--- src/rtl/asip_gfx_pkg.sv ---
// Shared graphics definitions for the framebuffer fill engine.
// Contents:
//   - canvas constants (ImageWidth, ImageHeight, ColorBits, XBits, YBits)
//   - state_t  : fill engine FSM states
//   - rect_cmd_t : latched rectangle command (origin, size, colour)
package asip_gfx_pkg;

    localparam int ImageWidth  = 320;
    localparam int ImageHeight = 240;
    localparam int ColorBits   = 3;
    localparam int XBits       = 9;
    localparam int YBits       = 8;

    typedef enum logic [1:0] {
        IDLE,
        CLIP,
        FILL,
        DONE
    } state_t;

    // Width and height carry one extra bit so a full-canvas size fits.
    typedef struct packed {
        logic [XBits-1:0]     x0;
        logic [YBits-1:0]     y0;
        logic [XBits:0]       w;
        logic [YBits:0]       h;
        logic [ColorBits-1:0] color;
    } rect_cmd_t;

endpackage

--- src/rtl/fb_rect_if.sv ---
// Command and pixel-write bundle between a command source (CPU side) and
// the rectangle fill engine, which also drives the pixel-memory write port.
// Signals:
//   cmdValid/cmdReady           command handshake
//   cmdX0/cmdY0/cmdW/cmdH/cmdColor  rectangle command fields
//   writeEnable/XWrite/YWrite/writeValueMemory  pixel-memory write port
//   busy/done/clipped           engine status
// Modports: master = command source, slave = fill engine.
interface fb_rect_if;
    import asip_gfx_pkg::*;

    logic                 cmdValid;
    logic                 cmdReady;
    logic [XBits-1:0]     cmdX0;
    logic [YBits-1:0]     cmdY0;
    logic [XBits:0]       cmdW;
    logic [YBits:0]       cmdH;
    logic [ColorBits-1:0] cmdColor;
    logic                 writeEnable;
    logic [XBits-1:0]     XWrite;
    logic [YBits-1:0]     YWrite;
    logic [ColorBits-1:0] writeValueMemory;
    logic                 busy;
    logic                 done;
    logic                 clipped;

    modport master (
        output cmdValid, cmdX0, cmdY0, cmdW, cmdH, cmdColor,
        input  cmdReady, writeEnable, XWrite, YWrite, writeValueMemory,
        input  busy, done, clipped
    );

    modport slave (
        input  cmdValid, cmdX0, cmdY0, cmdW, cmdH, cmdColor,
        output cmdReady, writeEnable, XWrite, YWrite, writeValueMemory,
        output busy, done, clipped
    );

endinterface

--- src/rtl/fb_raster_counter.sv ---
// Raster-order X/Y scan counter over an inclusive rectangle.
// Ports:
//   clk, rst_n         clock, asynchronous active-low reset
//   start              load origin and inclusive end bounds
//   x_start, y_start   first column / row
//   x_last, y_last     last column / row (inclusive)
//   advance            step to the next pixel (X inner, Y outer)
//   x, y               current position (holds when idle)
//   last               current position is the final pixel of the rectangle
module fb_raster_counter
    import asip_gfx_pkg::*;
(
    input  logic             clk,
    input  logic             rst_n,
    input  logic             start,
    input  logic [XBits-1:0] x_start,
    input  logic [YBits-1:0] y_start,
    input  logic [XBits-1:0] x_last,
    input  logic [YBits-1:0] y_last,
    input  logic             advance,
    output logic [XBits-1:0] x,
    output logic [YBits-1:0] y,
    output logic             last
);

    logic [XBits-1:0] x_reg;
    logic [YBits-1:0] y_reg;
    logic [XBits-1:0] x_first_reg;
    logic [XBits-1:0] x_last_reg;
    logic [YBits-1:0] y_last_reg;

    always_ff @(posedge clk or negedge rst_n) begin
        if (!rst_n) begin
            x_reg       <= '0;
            y_reg       <= '0;
            x_first_reg <= '0;
            x_last_reg  <= '0;
            y_last_reg  <= '0;
        end else if (start) begin
            x_reg       <= x_start;
            y_reg       <= y_start;
            x_first_reg <= x_start;
            x_last_reg  <= x_last;
            y_last_reg  <= y_last;
        end else if (advance) begin
            // Row wrap returns to the rectangle's left edge, not column 0.
            if (x_reg == x_last_reg) begin
                x_reg <= x_first_reg;
                y_reg <= y_reg + YBits'(1);
            end else begin
                x_reg <= x_reg + XBits'(1);
            end
        end
    end

    assign x    = x_reg;
    assign y    = y_reg;
    assign last = (x_reg == x_last_reg) && (y_reg == y_last_reg);

endmodule

--- src/rtl/fb_rect_writer.sv ---
// Framebuffer rectangle fill engine. Accepts one command (origin, size,
// colour), clips it to the canvas, then issues one pixel write per clock
// in raster order.
// Ports:
//   clk    system clock, all state on the rising edge
//   reset  asynchronous active-low reset
//   bus    fb_rect_if.slave: command handshake, pixel write port, status
// Timing: accept edge -> CLIP (1 cycle) -> FILL (one write per cycle) or
// straight to DONE when the clipped area is empty -> DONE (done pulse) -> IDLE.
module fb_rect_writer
    import asip_gfx_pkg::*;
(
    input  logic     clk,
    input  logic     reset,
    fb_rect_if.slave bus
);

    localparam logic [XBits+1:0] XLimit = (XBits+2)'(ImageWidth);
    localparam logic [YBits+1:0] YLimit = (YBits+2)'(ImageHeight);

    state_t    state_reg;
    rect_cmd_t cmd_reg;

    logic [XBits+1:0] x_sum;
    logic [YBits+1:0] y_sum;
    logic             x_limited;
    logic             y_limited;
    logic             empty;
    logic [XBits-1:0] x_last;
    logic [YBits-1:0] y_last;
    logic             cnt_start;
    logic             cnt_advance;
    logic             cnt_last;

    // Clip arithmetic on the latched command; only consumed in CLIP.
    // Sums are two bits wider than the coordinates so they cannot wrap.
    always_comb begin
        x_sum     = {2'b00, cmd_reg.x0} + {1'b0, cmd_reg.w};
        y_sum     = {2'b00, cmd_reg.y0} + {1'b0, cmd_reg.h};
        x_limited = x_sum > XLimit;
        y_limited = y_sum > YLimit;
        empty     = (cmd_reg.w == '0) || (cmd_reg.h == '0) ||
                    (cmd_reg.x0 >= XBits'(ImageWidth)) ||
                    (cmd_reg.y0 >= YBits'(ImageHeight));
        // Inclusive last column/row; only meaningful when not empty.
        x_last    = x_limited ? XBits'(ImageWidth - 1)
                              : XBits'(x_sum - (XBits+2)'(1));
        y_last    = y_limited ? YBits'(ImageHeight - 1)
                              : YBits'(y_sum - (YBits+2)'(1));
        cnt_start   = (state_reg == CLIP) && !empty;
        cnt_advance = (state_reg == FILL) && !cnt_last;
    end

    // The counter registers are the write address outputs, so the address
    // holds its last value outside FILL and clears on reset.
    fb_raster_counter u_counter (
        .clk     (clk),
        .rst_n   (reset),
        .start   (cnt_start),
        .x_start (cmd_reg.x0),
        .y_start (cmd_reg.y0),
        .x_last  (x_last),
        .y_last  (y_last),
        .advance (cnt_advance),
        .x       (bus.XWrite),
        .y       (bus.YWrite),
        .last    (cnt_last)
    );

    always_ff @(posedge clk or negedge reset) begin
        if (!reset) begin
            state_reg            <= IDLE;
            cmd_reg              <= '0;
            bus.cmdReady         <= 1'b1;
            bus.busy             <= 1'b0;
            bus.done             <= 1'b0;
            bus.clipped          <= 1'b0;
            bus.writeEnable      <= 1'b0;
            bus.writeValueMemory <= '0;
        end else begin
            case (state_reg)
                IDLE: begin
                    if (bus.cmdValid) begin
                        cmd_reg      <= '{x0: bus.cmdX0, y0: bus.cmdY0,
                                          w: bus.cmdW, h: bus.cmdH,
                                          color: bus.cmdColor};
                        state_reg    <= CLIP;
                        bus.cmdReady <= 1'b0;
                        bus.busy     <= 1'b1;
                        bus.clipped  <= 1'b0;
                    end
                end
                CLIP: begin
                    if (empty) begin
                        state_reg   <= DONE;
                        bus.done    <= 1'b1;
                        bus.clipped <= 1'b1;
                    end else begin
                        state_reg            <= FILL;
                        bus.writeEnable      <= 1'b1;
                        bus.writeValueMemory <= cmd_reg.color;
                        bus.clipped          <= x_limited || y_limited;
                    end
                end
                FILL: begin
                    if (cnt_last) begin
                        state_reg       <= DONE;
                        bus.writeEnable <= 1'b0;
                        bus.done        <= 1'b1;
                    end
                end
                DONE: begin
                    state_reg    <= IDLE;
                    bus.done     <= 1'b0;
                    bus.busy     <= 1'b0;
                    bus.cmdReady <= 1'b1;
                end
                default: begin
                    state_reg <= IDLE;
                end
            endcase
        end
    end

endmodule
--- src/flat_wrapper.sv ---
// flat-port wrapper written by rule: the top's interface ports become plain ports
module fb_rect_writer_flat import asip_gfx_pkg::*;
  (clk, reset, bus_cmdValid, bus_cmdX0, bus_cmdY0, bus_cmdW, bus_cmdH, bus_cmdColor, bus_cmdReady, bus_writeEnable, bus_XWrite, bus_YWrite, bus_writeValueMemory, bus_busy, bus_done, bus_clipped);
  fb_rect_if bus_i ();
  input  logic clk;
  input  logic reset;
  input wire logic [$bits(bus_i.cmdValid)-1:0] bus_cmdValid;
  input wire logic [$bits(bus_i.cmdX0)-1:0] bus_cmdX0;
  input wire logic [$bits(bus_i.cmdY0)-1:0] bus_cmdY0;
  input wire logic [$bits(bus_i.cmdW)-1:0] bus_cmdW;
  input wire logic [$bits(bus_i.cmdH)-1:0] bus_cmdH;
  input wire logic [$bits(bus_i.cmdColor)-1:0] bus_cmdColor;
  output wire logic [$bits(bus_i.cmdReady)-1:0] bus_cmdReady;
  output wire logic [$bits(bus_i.writeEnable)-1:0] bus_writeEnable;
  output wire logic [$bits(bus_i.XWrite)-1:0] bus_XWrite;
  output wire logic [$bits(bus_i.YWrite)-1:0] bus_YWrite;
  output wire logic [$bits(bus_i.writeValueMemory)-1:0] bus_writeValueMemory;
  output wire logic [$bits(bus_i.busy)-1:0] bus_busy;
  output wire logic [$bits(bus_i.done)-1:0] bus_done;
  output wire logic [$bits(bus_i.clipped)-1:0] bus_clipped;
  assign bus_i.cmdValid = bus_cmdValid;
  assign bus_i.cmdX0 = bus_cmdX0;
  assign bus_i.cmdY0 = bus_cmdY0;
  assign bus_i.cmdW = bus_cmdW;
  assign bus_i.cmdH = bus_cmdH;
  assign bus_i.cmdColor = bus_cmdColor;
  assign bus_cmdReady = bus_i.cmdReady;
  assign bus_writeEnable = bus_i.writeEnable;
  assign bus_XWrite = bus_i.XWrite;
  assign bus_YWrite = bus_i.YWrite;
  assign bus_writeValueMemory = bus_i.writeValueMemory;
  assign bus_busy = bus_i.busy;
  assign bus_done = bus_i.done;
  assign bus_clipped = bus_i.clipped;
  fb_rect_writer u_core (.clk(clk), .reset(reset), .bus(bus_i));
endmodule
--- config.mk ---
export PLATFORM = sky130hd
export DESIGN_NAME = fb_rect_writer_flat
export DESIGN_NICKNAME = d
export VERILOG_FILES = /design/src/rtl/asip_gfx_pkg.sv /design/src/rtl/fb_rect_if.sv /design/src/rtl/fb_raster_counter.sv /design/src/rtl/fb_rect_writer.sv /design/src/flat_wrapper.sv
export SDC_FILE = /design/constraint.sdc
export NUM_CORES = 1
export LEC_CHECK = 0
export CORE_ASPECT_RATIO = 0.5
export CORE_MARGIN = 2
export CORE_UTILIZATION = 56
export CTS_CLUSTER_DIAMETER = 60
export DETAILED_ROUTE_END_ITERATION = 10
export PLACE_DENSITY = 0.81
export SLEW_MARGIN = 0
export SYNTH_ARGS = -nofsm -noshare
export SYNTH_HDL_FRONTEND = slang
export SYNTH_SLANG_ARGS = --single-unit
--- constraint.sdc ---
create_clock -name clk -period 3.2 [get_ports clk]
set_clock_uncertainty 0.2 [all_clocks]
set_input_delay 0.64 -clock clk [delete_from_list [all_inputs] [get_ports clk]]
set_output_delay 0.64 -clock clk [all_outputs]
set_load 0.1 [all_outputs]
* Word level (Yosys, flattened, before mapping)
Cells that the tools add are included. Widths: inputs -> output; s select.
Word-level totals: output and inout port bits 25, word-level logic and storage cells 87, register bits 92, bits of input ports 42
Operators by class: bitwise logic cells 1, mux-type cells 24, magnitude comparators 4, equal/unequal tests 9, reduce and logical (&&, ||, !) cells 26, $add $sub $neg 6
Operators with widths (count):
- $mux 9 | 4
- $mux 8 | 4
- $reduce_and 2->1 | 6
- $add 9x10->11 | 1
- $gt 11x9->1 const B | 1
- $add 8x9->10 | 1
- $gt 10x8->1 const B | 1
- $logic_not 10->1 | 1
- $reduce_bool 2->1 | 5
- $add 9x1->9 const B | 1
- $eq 9x9->1 | 1
- $ge 9x9->1 const B | 1
- $logic_not 9->1 | 1
- $sub 9x1->9 const B | 1
- $add 8x1->8 const B | 1
- $eq 8x8->1 | 1
- $ge 8x8->1 const B | 1
- $mux 1 | 8
- $pmux 1 s2 | 4
- $pmux 2 s4 | 1
- $sub 8x1->8 const B | 1
- $reduce_and 3->1 | 2
- $eq 2x2->1 const B | 2
- $logic_or 1x1->1 | 4
- other kinds (10) | 16

* Logic depth before layout (Yosys ltp)
depth in word-level cells 8, depth in mapped cells 10, gate-level depth less buffers 10

* Hierarchy
From an unflattened synthesis, not the netlist that was laid out.
Unflattened totals: cell total of the unflattened synthesis 527, area total of the unflattened synthesis 5599.1 µm²
By module, submodules not included:
- fb_rect_writer | times used 1, sequential area each 1227.4 µm², cells each 324, area an instance 3372.0 µm²
- fb_raster_counter | times used 1, sequential area each 1076.0 µm², cells each 203, area an instance 2227.1 µm²

* Worst setup path before layout
No wires, ideal clock.
path kind register to register, from register u_core.u_counter.x_reg[4] (netlist: u_core.u_counter.x[4]), to register u_core.u_counter.y_reg[7] (netlist: u_core.u_counter.y[7]), required time 2.923 ns, setup time 0.077 ns, data arrival time 2.640 ns, path buffers 2, setup slack 0.283 ns, period minus slack after synthesis 2.917 ns, cell stages (with the launch flop) 10, cells stage by stage dfrtp_1 -> buf_2 -> xnor2_2 -> nand3_1 -> or3_1 -> buf_2 -> nor4_2 -> nand4_1 -> xor2_1 -> o21ai_1
On the way: cells in the longest elaborated chain, start to end 6, elaborated cells between the ends (all ways) 7, those cells by class eq/ne (1); reduce/logical (6)
RTL lines:
- start: declaration | line fb_raster_counter.sv:26 | logic [XBits-1:0] x_reg;
- start signal: assignment | line fb_raster_counter.sv:40 | x_reg <= x_start;
- start signal: assignment | line fb_raster_counter.sv:48 | x_reg <= x_first_reg;
- start signal: assignment | line fb_raster_counter.sv:51 | x_reg <= x_reg + XBits'(1);
- $eq 9x9->1 * | line fb_raster_counter.sv:47, fb_raster_counter.sv:58
- $logic_and 1x1->1 | line fb_raster_counter.sv:58 | assign last = (x_reg == x_last_reg) && (y_reg == y_last_reg);
- $logic_not 1->1 | line fb_rect_writer.sv:51 | cnt_advance = (state_reg == FILL) && !cnt_last;
- $logic_and 1x1->1 | line fb_rect_writer.sv:51
- $reduce_bool 2->1 (no source line)
- $reduce_and 2->1 (no source line) *
- end signal: assignment | line fb_raster_counter.sv:41 | y_reg <= y_start;
- end signal: assignment | line fb_raster_counter.sv:49 | y_reg <= y_reg + YBits'(1);
- end: declaration | line fb_raster_counter.sv:27 | logic [YBits-1:0] y_reg;
Every way passes the cells marked *; elsewhere a longest branch is shown, timed or not. A chain may end at the register's enable or synchronous reset.

* Worst setup path in the final report
from register u_core.cmd_reg[3] (netlist bit), to register u_core.u_counter.y_last_reg[4]
On the way: cells in the longest elaborated chain, start to end 6, elaborated cells between the ends (all ways) 10, those cells by class add/sub (2); order compare (1); mux (1); reduce/logical (6)
RTL lines:
- start: declaration | line fb_rect_writer.sv:22 | rect_cmd_t cmd_reg;
- start signal: assignment | line fb_rect_writer.sv:84 | cmd_reg <= '{x0: bus.cmdX0, y0: bus.cmdY0,
- branches (longest 6 deep; another with $add 8x9->10)
- end signal: assignment | line fb_raster_counter.sv:44 | y_last_reg <= y_last;
- end: declaration | line fb_raster_counter.sv:30 | logic [YBits-1:0] y_last_reg;
Several ways; the timed one is not identified.

==> flow_summary.toml <==
[global_route]
maximum_number_of_pins_on_one_net_before_global_route_repair = 48
grt_first_pass_wirelength_um = 20400
grt.total_usage_pct = 25.7
global_route.overflow_total = 0
antenna_violations_before_repair = 0
grt_pass1_vias = 4154

[sta]
worstMarginPinSlew_ns = 0.682
setup_repair_after_global_routing_missed_its_margin = "false"
fin_crit_sh_pct = 94.1
timing_hold_violations_final = 0
count_of_final_max_slew_check_failures = 0
slew_headroom_pct = 54.5
max_clock_freq_mhz = 332
timing.final.setup_violations = 0
timing.setup.tns_ns = 0
finalWorstPathRequiredPeriod_ns = 3.01

[placement]
post-dp-hpwl_um = 8730
dpl-instance-area_um2 = 5990
portBuffers = 66
gp_congestion = 0.822
dp_cells = 698

[synth]
synth_area_leader_cell = "sky130_fd_sc_hd__dfrtp_1"
synth.lib_cells_used.distinct = 62
syn-mean-instance-area_um2 = 9.97
syn-instance-count = 524
yosys_warnings = 0
synth.cells.most_frequent = "sky130_fd_sc_hd__dfrtp_1, sky130_fd_sc_hd__nand2_1, sky130_fd_sc_hd__mux2_2"
yosys.cell_count.top_type = "sky130_fd_sc_hd__dfrtp_1"
postSynthRegisterBits = 92
async_flop_share_pct = 100
syn_area_um2 = 5230
synthesis.nets = 594
synth_top_cells_by_area = "sky130_fd_sc_hd__dfrtp_1, sky130_fd_sc_hd__mux2_2, sky130_fd_sc_hd__ha_1, sky130_fd_sc_hd__nand2_1, sky130_fd_sc_hd__xnor2_1"
synth_top_area_share_pct = 43.6
number_of_enable_flip_flop_cells_after_synthesis = 0
ys_seq_area_share_pct = 44.1
dominantRegCellSynth = "sky130_fd_sc_hd__dfrtp_1"

[die]
boundaryPins = 67
num_rows = 24
initial_utilization_pct = 58.8
die_height_um = 72.3
coreArea_um2 = 8890
floorplan.die_area_um2 = 10200
die_w_um = 141

[clock_tree]
insertion_delay_ns = 0.34
postCtsResizedCells = 0
cts.hold.buffers_added = 0
numCtsBuffers = 9
htree_levels = 3
clkSlewWorstSetupHoldPaths_ns = 0.06
tritoncts = "done"
clock_sinks = 92
root_cell_of_the_clock_tree = "sky130_fd_sc_hd__clkbuf_16"
cts_buffer_depth = 2
postCtsSetupRepairBufs = 0

[drt]
final_antenna_net_count = 0
route.detailed.vias_per_inst = 5.87
drt-wirelength-per-cell_um = 16.6
detail_route.iter0.violations = 196
routed_wl_um = 11800
route.detailed.drc = 0
detailroute.via_count = 4182
drt_pass1_iterations = 5

[final_layout]
insertedDiodeCount = 0
finish.cell_count_without_fillers = 712
final_area_um2 = 6260
syn_to_final_growth_pct = 19.9
nNetsFinal = 662
largest_register_ff_count = 39
drive_gt1_share_pct = 17.0

[run_status]
outcome = "finished, final reports clean"

[setup_path]
critPathKind = "reg2reg"
required_time_of_the_critical_path_ns = 3.23
peak_fanout_along_the_critical_path = 5
startpoint_type_of_the_worst_setup_path = "flip-flop"
timing.critical_path.to_type = "flip-flop"
cp_data_arrival_time_ns = 3.04

[flow_run]
max-cap-violations = 0

[hold_path]
hold_path.class = "in2async"
-- critical path: stages, from the launching register on --
cell	delay, ns
sky130_fd_sc_hd__dfrtp_1	0.40
sky130_fd_sc_hd__ha_1	0.25
sky130_fd_sc_hd__fa_1	0.44
sky130_fd_sc_hd__a211oi_2	0.26
sky130_fd_sc_hd__o21bai_1	0.11
sky130_fd_sc_hd__a21oi_1	0.18
sky130_fd_sc_hd__xor2_1	0.13
sky130_fd_sc_hd__or4_4	0.56
sky130_fd_sc_hd__and2_4	0.19
sky130_fd_sc_hd__a22o_1	0.19
-- layout by cell type (no fill, tap or decap), drive strengths merged, types with 14 or more instances in the layout --
master and count:
o21ai 35, buf 33, xnor2 27, nor3 15, nand2 62, clkdlybuf4s50 40, mux2 39, dfrtp 91
inv 17, a21oi 32, ha 26, xor2 19, nand3 14, nor2 38
-- stage by stage --
step / worst slack [ns] / utilization [%] / hold slack [ns]
after floorplan: 0.283 / - / 0.144
after global placement: 0.235 / 67.4 / 0.239
after detailed placement: 0.196 / 67.4 / 0.260
after CTS: 0.174 / 70.5 / 0.130
after global routing: 0.00829 / 70.5 / 0.156
final: 0.188 / 70.5 / 0.116
-- final timing paths --
kind | from | end | slack (ns) | cells past startpoint
worst max-delay path | u_core.cmd_reg[3]$_DFFE_PN0P_ | u_core.u_counter.y_last_reg[4]$_DFFE_PN0P_ | 0.19 | 9
worst min-delay path | reset | u_core.cmd_reg[18]$_DFFE_PN0P_ | 0.12 | 1
worst max register to register | u_core.cmd_reg[3]$_DFFE_PN0P_ | u_core.u_counter.y_last_reg[4]$_DFFE_PN0P_ | 0.19 | 9
worst min register to register | u_core.cmd_reg[2]$_DFFE_PN0P_ | u_core.bus.writeValueMemory[2]$_DFFE_PN0P_ | 0.27 | 2
max in group asynchronous | reset | u_core.bus.cmdReady$_DFFE_PN1P_ | 1.96 | 2
min in group clk | u_core.cmd_reg[2]$_DFFE_PN0P_ | u_core.bus.writeValueMemory[2]$_DFFE_PN0P_ | 0.27 | 2
-- cells by family after synthesis --
| group | share of synthesized area [%] |
|---|---|
| XOR/XNOR | 8.00 |
| AO/OA/AOI/OAI | 14.4 |
| adder cells (fa/ha/maj) | 6.99 |
| buffers and inverters | 2.44 |
| AND/OR/NAND/NOR | 15.1 |
| flip-flops | 44.1 |
| multiplexers | 8.98 |
-- layer usage --
| layer | vias up | global-route usage (%) | share of wire (%) | routed length (um) |
|---|---|---|---|---|
| li1 | 2015 | - | - | - |
| met5 | - | 0 | 0 | 0 |
| met3 | 21 | 5.54 | 5.1 | 603 |
| met4 | 0 | 8.67 | 2.1 | 246 |
| met2 | 93 | 42.4 | 46 | 5490 |
| met1 | 2053 | 34.6 | 46 | 5500 |
-- final cells by class --
type | count | area, um2
multi-input cells | 399 | 2800
flip-flops and latches | 92 | 2300
inverters | 17 | 63.8
repair buffers | 73 | 673
well taps | 117 | 146
clock buffers | 11 | 233
clock inverters | 3 | 40.0
fillers | 673 | 2630
Power is left out: the tool's default activity adds up to more than one toggle a clock period on the data nets, which glitch-free logic cannot reach.
